**src/rtl/usb_ep_loopback_bridge_if.sv**
```systemverilog
// usb_ep_loopback_bridge_if: endpoint-side bundle for the loopback bridge.
// master = bridge side, slave = usb1_top / board side.
interface usb_ep_loopback_bridge_if;
  logic        loop_en;
  logic [7:0]  ep2_dout;
  logic        ep2_re;
  logic [3:0]  ep2_stat;
  logic [7:0]  ep1_din;
  logic        ep1_we;
  logic [3:0]  ep1_stat;
  logic [7:0]  led;
  logic [15:0] byte_cnt;
  logic        busy;

  modport master (
    input  loop_en,
    input  ep2_dout,
    input  ep2_stat,
    input  ep1_stat,
    output ep2_re,
    output ep1_din,
    output ep1_we,
    output led,
    output byte_cnt,
    output busy
  );

  modport slave (
    output loop_en,
    output ep2_dout,
    output ep2_stat,
    output ep1_stat,
    input  ep2_re,
    input  ep1_din,
    input  ep1_we,
    input  led,
    input  byte_cnt,
    input  busy
  );
endinterface

```
**src/rtl/usb_ep_loopback_bridge.sv**
```systemverilog
// usb_ep_loopback_bridge: drains ep2 OUT bytes into a small FIFO,
// XORs them with a key and echoes them to ep1 IN.
module usb_ep_loopback_bridge #(
  parameter int          DEPTH   = 4,
  parameter int          AW      = 2,
  parameter logic [7:0]  XOR_KEY = 8'h00
) (
  input logic clk_i,
  input logic rst_i,
  usb_ep_loopback_bridge_if.master bus
);

  localparam logic [1:0] S_IDLE = 2'd0;
  localparam logic [1:0] S_REQ  = 2'd1;
  localparam logic [1:0] S_CAP  = 2'd2;

  localparam logic [AW+1:0] DEPTH_W = (AW+2)'(DEPTH);

  logic [1:0]    state_q;
  logic [1:0]    state_d;
  logic [7:0]    mem_q [DEPTH];
  logic [AW-1:0] wr_ptr_q;
  logic [AW-1:0] rd_ptr_q;
  logic [AW:0]   fill_q;
  logic [7:0]    din_q;
  logic          we_q;
  logic [7:0]    led_q;
  logic [15:0]   byte_cnt_q;

  logic          ep2_empty;
  logic          ep1_full;
  logic          inflight;
  logic [AW+1:0] need;
  logic          room;
  logic          push;
  logic          pop;
  logic          unused_stat;

  assign ep2_empty = bus.ep2_stat[1];
  assign ep1_full  = bus.ep1_stat[0];

  assign unused_stat = ^{bus.ep2_stat[3:2], bus.ep2_stat[0],
                         bus.ep1_stat[3:1]};

  // A read in flight already owns a FIFO slot.
  assign inflight = (state_q != S_IDLE);
  assign need     = {1'b0, fill_q} + {{(AW+1){1'b0}}, inflight};
  assign room     = (need < DEPTH_W);

  assign push = (state_q == S_CAP);
  assign pop  = !we_q && (fill_q != '0) && !ep1_full;

  // Read FSM next state: IDLE -> REQ -> CAP -> IDLE.
  always_comb begin
    state_d = state_q;
    unique case (state_q)
      S_IDLE: begin
        if (bus.loop_en && !ep2_empty && room) begin
          state_d = S_REQ;
        end
      end
      S_REQ:   state_d = S_CAP;
      S_CAP:   state_d = S_IDLE;
      default: state_d = S_IDLE;
    endcase
  end

  // Read FSM state register.
  always_ff @(posedge clk_i or posedge rst_i) begin
    if (rst_i) begin
      state_q <= S_IDLE;
    end else begin
      state_q <= state_d;
    end
  end

  // FIFO storage; the key is applied on the way in.
  always_ff @(posedge clk_i) begin
    if (push) begin
      mem_q[wr_ptr_q] <= bus.ep2_dout ^ XOR_KEY;
    end
  end

  // FIFO pointers and occupancy.
  always_ff @(posedge clk_i or posedge rst_i) begin
    if (rst_i) begin
      wr_ptr_q <= '0;
      rd_ptr_q <= '0;
      fill_q   <= '0;
    end else begin
      if (push) begin
        wr_ptr_q <= wr_ptr_q + AW'(1);
      end
      if (pop) begin
        rd_ptr_q <= rd_ptr_q + AW'(1);
      end
      unique case ({push, pop})
        2'b10:   fill_q <= fill_q + (AW+1)'(1);
        2'b01:   fill_q <= fill_q - (AW+1)'(1);
        default: fill_q <= fill_q;
      endcase
    end
  end

  // ep1 write side: one strobe at most every other cycle.
  always_ff @(posedge clk_i or posedge rst_i) begin
    if (rst_i) begin
      we_q  <= 1'b0;
      din_q <= 8'h00;
    end else begin
      we_q <= pop;
      if (pop) begin
        din_q <= mem_q[rd_ptr_q];
      end
    end
  end

  // LED mirror and byte counter follow each ep1 write.
  always_ff @(posedge clk_i or posedge rst_i) begin
    if (rst_i) begin
      led_q      <= 8'h00;
      byte_cnt_q <= 16'h0000;
    end else if (we_q) begin
      led_q      <= din_q;
      byte_cnt_q <= byte_cnt_q + 16'd1;
    end
  end

  assign bus.ep2_re   = (state_q == S_REQ);
  assign bus.ep1_we   = we_q;
  assign bus.ep1_din  = din_q;
  assign bus.led      = led_q;
  assign bus.byte_cnt = byte_cnt_q;
  assign bus.busy     = (fill_q != '0) | inflight | we_q;

endmodule

```
**src/flat_wrapper.sv**
```systemverilog
// flat-port wrapper written by rule: the top's interface ports become plain ports
module usb_ep_loopback_bridge_flat 
#(
  parameter int          DEPTH   = 4,
  parameter int          AW      = 2,
  parameter logic [7:0]  XOR_KEY = 8'h00
)
  (clk_i, rst_i, bus_loop_en, bus_ep2_dout, bus_ep2_stat, bus_ep1_stat, bus_ep2_re, bus_ep1_din, bus_ep1_we, bus_led, bus_byte_cnt, bus_busy);
  usb_ep_loopback_bridge_if bus_i ();
  input logic clk_i;
  input logic rst_i;
  input wire logic [$bits(bus_i.loop_en)-1:0] bus_loop_en;
  input wire logic [$bits(bus_i.ep2_dout)-1:0] bus_ep2_dout;
  input wire logic [$bits(bus_i.ep2_stat)-1:0] bus_ep2_stat;
  input wire logic [$bits(bus_i.ep1_stat)-1:0] bus_ep1_stat;
  output wire logic [$bits(bus_i.ep2_re)-1:0] bus_ep2_re;
  output wire logic [$bits(bus_i.ep1_din)-1:0] bus_ep1_din;
  output wire logic [$bits(bus_i.ep1_we)-1:0] bus_ep1_we;
  output wire logic [$bits(bus_i.led)-1:0] bus_led;
  output wire logic [$bits(bus_i.byte_cnt)-1:0] bus_byte_cnt;
  output wire logic [$bits(bus_i.busy)-1:0] bus_busy;
  assign bus_i.loop_en = bus_loop_en;
  assign bus_i.ep2_dout = bus_ep2_dout;
  assign bus_i.ep2_stat = bus_ep2_stat;
  assign bus_i.ep1_stat = bus_ep1_stat;
  assign bus_ep2_re = bus_i.ep2_re;
  assign bus_ep1_din = bus_i.ep1_din;
  assign bus_ep1_we = bus_i.ep1_we;
  assign bus_led = bus_i.led;
  assign bus_byte_cnt = bus_i.byte_cnt;
  assign bus_busy = bus_i.busy;
  usb_ep_loopback_bridge #(.DEPTH(DEPTH), .AW(AW), .XOR_KEY(XOR_KEY)) u_core (.clk_i(clk_i), .rst_i(rst_i), .bus(bus_i));
endmodule
```
**config.mk**
```make
export PLATFORM = sky130hd
export DESIGN_NAME = usb_ep_loopback_bridge_flat
export DESIGN_NICKNAME = d
export VERILOG_FILES = /design/src/rtl/usb_ep_loopback_bridge_if.sv /design/src/rtl/usb_ep_loopback_bridge.sv /design/src/flat_wrapper.sv
export SDC_FILE = /design/constraint.sdc
export NUM_CORES = 1
export LEC_CHECK = 0
export BUFFER_PORTS_ARGS = -buffer_cell sky130_fd_sc_hd__buf_2
export CAP_MARGIN = 20
export CORE_MARGIN = 8
export CORE_UTILIZATION = 35
export DETAILED_ROUTE_END_ITERATION = 10
export GPL_ROUTABILITY_DRIVEN = 1
export GPL_TIMING_DRIVEN = 0
export PLACE_DENSITY = 0.51
export SLEW_MARGIN = 0
export SYNTH_ARGS = -nofsm -noshare
export SYNTH_HDL_FRONTEND = slang
export SYNTH_SLANG_ARGS = --single-unit
export TNS_END_PERCENT = 10
```
**constraint.sdc**
```tcl
create_clock -name clk_i -period 4.1 [get_ports clk_i]
set_input_delay 0.82 -clock clk_i [delete_from_list [all_inputs] [get_ports clk_i]]
set_output_delay 0.82 -clock clk_i [all_outputs]
set_load 0.005 [all_outputs]
```
**Yosys cells after proc, flatten, opt, wreduce, memory -nomap -nowiden**

Memories as Yosys holds them, arrays and structs flattened. A register that Yosys moved wholly into a read port is not among the register bits.
Index checks and enable logic that the tools add are counted.
Widths: inputs -> output; s select.

- Word-level logic and storage cells: 38
- RAM bits: 32
- Input bits: 19
- Memories: 1
- Output and inout port bits: 35
- Register bits: 34

- Add/sub/neg operators: 6
- $lt $le $gt $ge: 1
- Bitwise operators: 2
- Eq/ne operators: 5
- Reductions and logical operators: 11
- Mux-type cells: 5

Memories:

| name | depth | bits a word | read ports | clocked after Yosys merged registers in | wr ports | line | RTL |
|---|---|---|---|---|---|---|---|
| u_core.mem_q | 4 | 8 | 1 | 1 | 1 | usb_ep_loopback_bridge.sv:21 | `logic [7:0] mem_q [DEPTH];` |

Operator list:

| operator | number |
|---|---|
| $add 16x1->16 const B | 1 |
| $pmux 3 s2 | 1 |
| $add 2x1->2 const B | 2 |
| $add 3x1->4 | 1 |
| $eq 2x1->1 const B | 2 |
| $eq 2x2->1 const B | 2 |
| $logic_and 1x1->1 | 4 |
| $lt 4x3->1 const B | 1 |
| $pmux 2 s2 | 1 |
| $reduce_bool 2->1 | 2 |
| $add 3x1->3 const B | 1 |
| $logic_not 1->1 | 3 |
| $reduce_bool 3->1 | 1 |
| $sub 3x1->3 const B | 1 |
| $logic_not 2->1 | 1 |
| $mux 1 | 2 |
| $mux 2 | 1 |
| $ne 2x1->1 const B | 1 |
| $or 1x1->1 | 2 |

**Longest topological paths before layout**

- Depth in word-level cells: 6
- Gate-level depth with buffers: 9
- Gate-level depth less buffers: 9

**Worst setup path before layout**

OpenSTA, ideal clock, no wires.

- Path type: input to register
- Start: input bus_ep1_stat[0]
- End: register u_core.fill_q[2]
- Library setup time: 79 ps
- Data required time: 4021 ps
- Path buffers: 0
- Setup slack: 1863 ps
- Stages: 9
- Data arrival time: 2158 ps
- Cells stage by stage: nor2_1 nand2_2 inv_1 ha_1 inv_1 fa_1 xor2_1 nor2_1 xor2_1

- Word-level cells in the longest chain between the ends: 4
- Elaborated cells between the ends (all ways): 6
- Classes of those cells: 2 x eq/ne; 1 x mux; 3 x reduce/logical

RTL lines:

| what | line | RTL |
|---|---|---|
| start: declaration | flat_wrapper.sv:15 | `input wire logic [$bits(bus_i.ep1_stat)-1:0] bus_ep1_stat;` |
| $logic_not 1->1 (*) | usb_ep_loopback_bridge.sv:51 | `assign pop = !we_q && (fill_q != '0) && !ep1_full;` |
| $logic_and 1x1->1 (*) | usb_ep_loopback_bridge.sv:51 |  |
| via u_core.pop | usb_ep_loopback_bridge.sv:36 | `logic pop;` |
| $eq 2x1->1 or $eq 2x2->1 (tied branches) | usb_ep_loopback_bridge.sv:97 | `unique case ({push, pop})` |
| $pmux 3 s2 or $reduce_bool 2->1 (tied branches) | -- |  |
| end signal: assignment | usb_ep_loopback_bridge.sv:98 | `2'b10: fill_q <= fill_q + (AW+1)'(1);` |
| end signal: assignment | usb_ep_loopback_bridge.sv:99 | `2'b01: fill_q <= fill_q - (AW+1)'(1);` |
| end signal: assignment | usb_ep_loopback_bridge.sv:100 | `default: fill_q <= fill_q;` |
| end: declaration | usb_ep_loopback_bridge.sv:24 | `logic [AW:0] fill_q;` |

Mark *: on every way through the listed nets, which the timed path passes. The rest lies on a longest branch.
A chain may end at the register's enable or synchronous reset.

**Worst setup path after layout**

- Start: register u_core.fill_q[2]
- End: output bus_busy

- Word-level cells in the longest chain between the ends: 3

RTL lines:

| what | line | RTL |
|---|---|---|
| $reduce_bool 3->1 | usb_ep_loopback_bridge.sv:134 | `assign bus.busy = (fill_q != '0) \| inflight \| we_q;` |
| $or 1x1->1 (2 in a row) | usb_ep_loopback_bridge.sv:134 |  |
| end: declaration | flat_wrapper.sv:21 | `output wire logic [$bits(bus_i.busy)-1:0] bus_busy;` |

Every way passes these cells.

==> flow_summary.toml <==
[sta]
timing.fmax_ghz = 0.3931
hold_viol = 0
fin_tns_setup_ps = 0
setup_viol = 0
transition_time_at_the_pin_with_the_least_slew_margin_ps = 505.4
layout_worst_path_cycle_share_pct = 62.05
finalMaxSlewViolations = 0
skew_ps = 8.336
maxSlewHeadroom_pct = 66.31
rsz_0062_raised_after_global_routing = "no"
finalCriticalPeriod_ps = 2544

[logic_synthesis]
synth_adder_area_share_pct = 3.191
synth.yosys.seq_area_share_pct = 67.51
dominant_combinational_cell_family_by_area_after_synthesis = "multiplexers"
synth-seq-cells = 74
synth.net_count = 209
synth_xor_area_share_pct = 6.171
synth_mux_area_share_pct = 13.43
area_fraction_in_compound_gates_after_synthesis_pct = 0.1679
synth-warning-count = 0
area_share_of_and_or_nand_nor_cells_after_synthesis_pct = 7.725
synth_top_area_share_pct = 35.26
netlist-cell-type-count = 29
synth_area_sq_mm = 0.002980
synth_area_leaders = "sky130_fd_sc_hd__dfrtp_1 (35%), sky130_fd_sc_hd__edfxtp_1 (32%), sky130_fd_sc_hd__mux2_2 (6.4%)"
synth_area_leader_cell = "sky130_fd_sc_hd__dfrtp_1"
count_of_mapped_cells_out_of_synthesis = 183
avgSynthCellArea_sq_um = 16.29

[worst_setup_path]
setup.worst_path.class = "reg2out"
cp-end-kind = "output port"
cp_max_fo = 3
count_of_cell_instances_traversed_by_the_critical_path = 3
cp.arrival_ps = 1720
path_delay_family = "simple AND/OR/NAND/NOR gates"
worstPathRequired_ps = 3280
cp_num_buf_inv = 1
critPathMaxStageDelay_ps = 440
reg2regPathDepth = 9
critical_path.cell_chain = "or3_1 > or4_1 > buf_2"
worst_path_max_delay_cell = "sky130_fd_sc_hd__or3_1"
launching_element_type_of_the_critical_path = "register"

[detailed_routing]
vias = 1636
ant_nets = 0
dr.first_iter.drc_count = 44
drc_errors = 0
dr.pass1.iters = 4
post_drt_wl_per_cell_microns = 15.03
avgViaCountPerCell = 4.648
totalWireLength_microns = 5292

[clocking]
worstSkewPairLatency_ps = 340
cts_made_buffers = 9
path_clk_slew_ps = 80
clk_root_buffer_cell = "sky130_fd_sc_hd__clkbuf_8"
number_of_buffers_inserted_to_repair_setup_after_cts = 0
cts_max_level = 3
clkSinkCount = 74
cts-resized-gates = 0
clock_tree.buffer_depth = 2
ctsHoldBuffers = 0
tritoncts = "built"

[global_route]
antenna_found_initial = 0
grt_pass1_wl_microns = 8721
aggregate_global_routing_overflow = 0
grt_start_max_net_pins = 41
grt_util_all_layers_pct = 9.735
first_global_vias = 1661

[place]
routabilityCongestion = 0.6900
port_buffers = 47
place_hpwl_microns = 3771
post_place_instance_area_sq_mm = 0.003367

[cells_and_area]
nets = 268
final_cell_area_sq_mm = 0.003618
synthToLayoutAreaGrowth_pct = 21.41
final_cell_utilization_of_the_core_pct = 43.82
layout_commonest_cell = "sky130_fd_sc_hd__buf_2"
layout_common_cells = "sky130_fd_sc_hd__buf_2 (48), sky130_fd_sc_hd__dfrtp_1 (42), sky130_fd_sc_hd__edfxtp_1 (32)"
diodes = 0
layout-drive-gt1-share_pct = 36.44

[min_path]
worstHoldPathType = "in2async"

[floorplan]
floorplan.rows = 33
fp.coreArea_sq_mm = 0.008258
floorplan.initialDensity_pct = 36.09
total_die_area_sq_mm = 0.01172
floorplan.die.width_microns = 108.3
die_y_microns = 108.3
io_pins = 54

[flow_run]
drv_cap = 0

[outcome]
status = "complete, no violations"

[power]
max-vdd-ir-drop_uv = 179.6
cellPowerDensity_mw_per_mm2 = 658.5
power.leakage_nw = 1.591
==> cells by family after synthesis <==
kind of cell,after synthesis
fa+ha+maj,7
buf+inv,12
compound gates,1
simple gates,42
mux,26
flops,74
xor+xnor,21
==> area by class of cell <==
type / count / area [sq um]
Clock inverter: 6 / 113.9
Timing Repair Buffer: 48 / 255.2
Inverter: 8 / 30.03
Fill cell: 761 / 4639
Multi-Input combinational cell: 97 / 914.6
Sequential cell: 74 / 2012
Buffer: 4 / 23.77
Clock buffer: 10 / 137.6
Tap cell: 105 / 131.4
==> state kept, by name (all words and copies together), names as in the netlist <==
signal and cells:
u_core.bus.ep1_din 8, u_core.bus.byte_cnt 16, u_core.bus.led 8, u_core.rd_ptr_q 2
u_core.wr_ptr_q 2, u_core.fill_q 3, u_core.state_q 2, u_core.bus.ep1_we 1
u_core.mem_q 32
==> metrics by stage <==
step | worst slack (ps) | hold WS [ps] | power [mW] | cells
after global placement | 1564 | 452.9 | 1.721 | 335
after CTS | 1523 | 313.2 | 2.426 | 352
after floorplan | 1863 | 447.4 | 1.487 | 183
final | 1556 | 332.0 | 2.383 | 352
after global routing | 1459 | 317.7 | 2.534 | 352
after detailed placement | 1543 | 476.9 | 1.732 | 336
==> metal layers <==
metal | global-route usage (%) | share of wire, % | routed length (microns) | vias to the layer above
met1 | 12.44 | 45 | 2376 | 818
met4 | 4.985 | 1.5 | 81 | 0
met5 | 0 | 0 | 0 | -
met3 | 3.331 | 6.4 | 338 | 6
li1 | - | - | - | 780
met2 | 14.39 | 47 | 2495 | 32
==> final timing paths <==
kind                                                startpoint  slack (ps)                                  end
setup / recovery                  u_core.fill_q[2]$_DFFE_PP0P_        1560                             bus_busy
hold / removal                                           rst_i         330       u_core.wr_ptr_q[0]$_DFFE_PP0P_
setup reg to reg                  u_core.fill_q[2]$_DFFE_PP0P_        1980         u_core.fill_q[2]$_DFFE_PP0P_
hold reg to reg            u_core.bus.byte_cnt[15]$_DFFE_PP0P_         480  u_core.bus.byte_cnt[15]$_DFFE_PP0P_
max in group asynchronous                                rst_i        3360  u_core.bus.byte_cnt[15]$_DFFE_PP0P_
min in group clk_i         u_core.bus.byte_cnt[15]$_DFFE_PP0P_         480  u_core.bus.byte_cnt[15]$_DFFE_PP0P_
==> Yosys cell counts <==
cell	instances
sky130_fd_sc_hd__nand4_1	4
sky130_fd_sc_hd__inv_1	8
sky130_fd_sc_hd__mux4_1	5
sky130_fd_sc_hd__mux2_2	17
sky130_fd_sc_hd__nor4_1	4
sky130_fd_sc_hd__nand2_1	10
sky130_fd_sc_hd__and2_1	4
sky130_fd_sc_hd__mux2i_1	1
sky130_fd_sc_hd__and3_1	1
sky130_fd_sc_hd__ha_1	6
sky130_fd_sc_hd__nor2_1	6
sky130_fd_sc_hd__nand3_1	1
sky130_fd_sc_hd__or4_1	1
sky130_fd_sc_hd__nor2b_1	3
sky130_fd_sc_hd__xor2_1	13
sky130_fd_sc_hd__nor3_1	4
sky130_fd_sc_hd__nand2_2	1
sky130_fd_sc_hd__fa_1	1
sky130_fd_sc_hd__buf_2	1
sky130_fd_sc_hd__mux4_2	3
sky130_fd_sc_hd__clkbuf_1	1
sky130_fd_sc_hd__buf_1	1
sky130_fd_sc_hd__o21ai_0	1
sky130_fd_sc_hd__buf_6	1
sky130_fd_sc_hd__nand4_2	2
sky130_fd_sc_hd__edfxtp_1	32
sky130_fd_sc_hd__or3_1	1
sky130_fd_sc_hd__xnor2_1	8
sky130_fd_sc_hd__dfrtp_1	42
==> where the power goes <==
part	switching, mW	internal (mW)
Sequential	0.129	0.949
Clock	0.269	0.422
Combinational	0.270	0.344
Total	0.667	1.72
Power figures use the tool's default switching activity.
